**src/rtl/activation_pkg.sv**
```systemverilog
// Shared types and constants for the activation layer datapath.
// Q8.8 fixed-point samples by default.
package activation_pkg;

  localparam int DATA_W_DEF = 16;
  localparam logic [15:0] CLIP_MAX_Q88 = 16'h0600;

  typedef logic signed [DATA_W_DEF-1:0] feat_t;

endpackage

```
**src/rtl/activation_fn.sv**
```systemverilog
// Combinational rectifier: plain, leaky and/or clipped ReLU.
// All arithmetic stays at DATA_W; no widening is needed.
module activation_fn
  import activation_pkg::*;
#(
  parameter int DATA_W = DATA_W_DEF,
  parameter int LEAKY_SHIFT = 0,
  parameter int CLIP_EN = 0,
  parameter logic signed [DATA_W-1:0] CLIP_MAX =
    DATA_W'(CLIP_MAX_Q88)
) (
  input  logic signed [DATA_W-1:0] x,
  output logic signed [DATA_W-1:0] y
);

  always_comb begin
    y = x;
    if (x[DATA_W-1]) begin
      // floor-rounded shift keeps negatives at -1 or below
      if (LEAKY_SHIFT == 0) y = '0;
      else y = x >>> LEAKY_SHIFT;
    end else if (CLIP_EN != 0 && x > CLIP_MAX) begin
      y = CLIP_MAX;
    end
  end

endmodule

```
**src/rtl/activation_pe_core.sv**
```systemverilog
// Single-lane activation PE: f(x) followed by one output register stage.
// Fixed 1-cycle latency so lane flags can be ANDed by the layer.
module activation_pe_core
  import activation_pkg::*;
#(
  parameter int DATA_W = DATA_W_DEF,
  parameter int LEAKY_SHIFT = 0,
  parameter int CLIP_EN = 0,
  parameter logic signed [DATA_W-1:0] CLIP_MAX =
    DATA_W'(CLIP_MAX_Q88)
) (
  input  logic                     clk,
  input  logic                     n_reset,
  input  logic                     start,
  input  logic                     enable,
  input  logic signed [DATA_W-1:0] input_featuremap,
  output logic signed [DATA_W-1:0] output_featuremap,
  output logic                     flag
);

  logic signed [DATA_W-1:0] act;

  activation_fn #(
    .DATA_W     (DATA_W),
    .LEAKY_SHIFT(LEAKY_SHIFT),
    .CLIP_EN    (CLIP_EN),
    .CLIP_MAX   (CLIP_MAX)
  ) u_fn (
    .x(input_featuremap),
    .y(act)
  );

  // data only loads on enable, so idle X inputs never reach the outputs
  always_ff @(posedge clk) begin
    if (!n_reset) begin
      output_featuremap <= '0;
      flag <= 1'b0;
    end else if (start) begin
      output_featuremap <= '0;
      flag <= 1'b0;
    end else if (enable) begin
      output_featuremap <= act;
      flag <= 1'b1;
    end else begin
      flag <= 1'b0;
    end
  end

endmodule

```
**config.mk**
```make
export PLATFORM = sky130hd
export DESIGN_NAME = activation_pe_core
export DESIGN_NICKNAME = d
export VERILOG_FILES = /design/src/rtl/activation_pkg.sv /design/src/rtl/activation_fn.sv /design/src/rtl/activation_pe_core.sv
export SDC_FILE = /design/constraint.sdc
export NUM_CORES = 1
export LEC_CHECK = 0
export ABC_AREA = 0
export ABC_CLOCK_PERIOD_IN_PS = 1800
export CORE_UTILIZATION = 41
export DETAILED_ROUTE_END_ITERATION = 12
export GPL_TIMING_DRIVEN = 0
export PLACE_DENSITY = 0.82
export SLEW_MARGIN = 20
export SYNTH_ARGS = -nofsm -noshare
export SYNTH_HDL_FRONTEND = slang
export SYNTH_SLANG_ARGS = --single-unit
```
**constraint.sdc**
```tcl
create_clock -name clk -period 1.8 [get_ports clk]
set_clock_uncertainty 0.05 [all_clocks]
set_input_delay 0.36 -clock clk [delete_from_list [all_inputs] [get_ports clk]]
set_output_delay 0.36 -clock clk [all_outputs]
set_load 0.01 [all_outputs]
```
==> impl_metrics.toml <==
[outcome]
status = "complete, but fails checks"
violations = "design-rule violations"

[critical_path]
slowest_stage = "clkdlybuf4s50_1"
worst_ep_required_time_ps = 1390
cp-end-kind = "primary output"
critPathBufInv = 1
path_class = "flip-flop to primary output"
cp_max_fo = 2
critPathMaxStageDelay_ps = 550
arrival_ps = 1170
worstPathCellList = "clkdlybuf4s50_1"
start_kind = "flip-flop"
cp_top_family = "buffers and inverters"

[timing]
setup_violations = 0
rsz0062_at_grt = "no"
tns_ps = 0
post-route-period-util_pct = 88.0
hold_violations = 0
min_period_ps = 1580
slew_viol_final = 0
fmax_ghz = 0.631

[global_routing]
overflow = 0
grt_max_degree = 11
busiest_layer = "met2"
antenna_found_initial = 0
grtUsageMet3_pct = 6.25
grtUsageMet2_pct = 31.6
grt_pass1_vias = 621
grt_use_total_pct = 17.7
grt_use_met1_pct = 19.5
grt_pass1_wl_mm = 2.50

[synthesis]
synthArstFlopShare_pct = 0
synth.net_count = 92
yosys_warnings = 0
synth.area.top_cells = "dfxtp_1, nand3b_1, nand2b_1, a21oi_2, a21oi_1"
synthCells = 72
synth.distinct_cells = 12
synthesis.area_um2 = 718
post-synth-top-area-cell = "dfxtp_1"
yosysMostFrequentCell = "dfxtp_1"
ys_seq_area_share_pct = 44.6
avgSynthCellArea_um2 = 9.97
yosysTopAreaCellShare_pct = 44.6
ys_ff_latch = 16
netlist_top_cells_count = "dfxtp_1, nand2b_1, nand3b_1"
synth_edf_count = 0
synthFlopType = "dfxtp_1"

[finish]
nets = 132
area_delta_synth_final_pct = 56.6
final_util_pct = 71.3
drive_above_1_share_pct = 19.8
antenna_cells = 0

[detailed_routing]
vias = 630
post_drt_via_cell_ratio = 4.96
wirelength_mm = 1.51
drtIter0Drc = 4
drc = 1
firstDrtPassIters = 7
ant_nets = 0
wl_per_cell_um = 11.9

[floorplan]
pin_count = 37
dieArea_um2 = 1920
rows = 14
initial_core_util_pct = 45.6
core_um2 = 1580
die_y_um = 43.9
die_w_um = 43.9

[clock_tree]
clockBufferDepth = 2
clk_pin_slew_ps = 100
cts.root.buffer_cell = "clkbuf_4"
cts_hold_buf = 0
clk-insertion-delay-late_ps = 280
cts_tree = "built"
numClockSinks = 16
cts_resized = 0
cts_setup_buffers = 0
htreeDepth = 1
cts_buffers = 3

[job]
drv_cap = 0

[place]
place_hpwl_mm = 1.12
gp_congestion = 0.700
port_buffers = 35

[power]
leakagePower_nw = 0.384
ir_drop_uv = 490
power_density_nw_per_um2 = 639

[worst_hold_path]
holdCritPathClass = "flip-flop to flip-flop"
stage by stage:
step | hold slack [ps] | area [um^2] | setup WS [ps] | instances | power (mW)
4_1_cts | 419 | 1120 | 207 | 127 | 0.725
6_report | 416 | 1120 | 216 | 127 | 0.719
2_1_floorplan | 436 | 718 | 869 | 72 | 0.427
5_1_grt | 449 | 1120 | 167 | 127 | 0.747
3_5_place_dp | 406 | 1090 | 318 | 123 | 0.494
3_3_place_gp | 399 | 1090 | 333 | 123 | 0.493
cells by family after synthesis:
group | synth area share, %
compound gates | 15.2
buf+inv | 8.19
simple gates | 31.5
other cells | 0.522
flops | 44.6
layer usage:
| layer | share of wire (%) | wire [um] |
|---|---|---|
| met2 | 49 | 734 |
| met4 | 0.53 | 8 |
| met3 | 7.7 | 116 |
| met1 | 43 | 646 |
| met5 | 0 | 0 |
registers in the layout, summed over array words and instances (netlist names):
signal,cells
output_featuremap,15
flag,1
placed cells by master, fill, tap and decap left out:
| cell | count |
|---|---|
| clkdlybuf4s50_1 | 35 |
| dfxtp_1 | 16 |
| nand2b_1 | 15 |
| nand3b_1 | 15 |
| a21oi_2 | 9 |
| a21oi_1 | 6 |
| buf_4 | 3 |
| clkbuf_4 | 3 |
| buf_2 | 2 |
| buf_6 | 2 |
| nand2b_4 | 1 |
| inv_1 | 1 |
| nor2_2 | 1 |
| conb_1 | 1 |
| clkbuf_8 | 1 |
power by group:
group,switching (mW),internal (mW),leakage (nW)
combinational,0.0428,0.0772,0.233
sequential,0.00355,0.361,0.130
clock,0.111,0.123,0.0210
final timing paths:
check        depth (start not counted)                                  to                               start  slack, ps
max                                  1               output_featuremap[12]  output_featuremap[12]$_SDFFE_PP0P_        220
min                                  2  output_featuremap[14]$_SDFFE_PP0P_  output_featuremap[14]$_SDFFE_PP0P_        420
max reg2reg                          2   output_featuremap[8]$_SDFFE_PP0P_   output_featuremap[8]$_SDFFE_PP0P_       1140
min reg2reg                          2  output_featuremap[14]$_SDFFE_PP0P_  output_featuremap[14]$_SDFFE_PP0P_        420
cell type report:
type	count	area [um^2]
Buffer	7	55.1
Clock buffer	4	36.3
Fill cell	144	452
Inverter	1	3.75
Multi-Input combinational cell	48	339
Sequential cell	16	320
Tap cell	16	20.0
Timing Repair Buffer	35	350
Power figures use the tool's default switching activity.
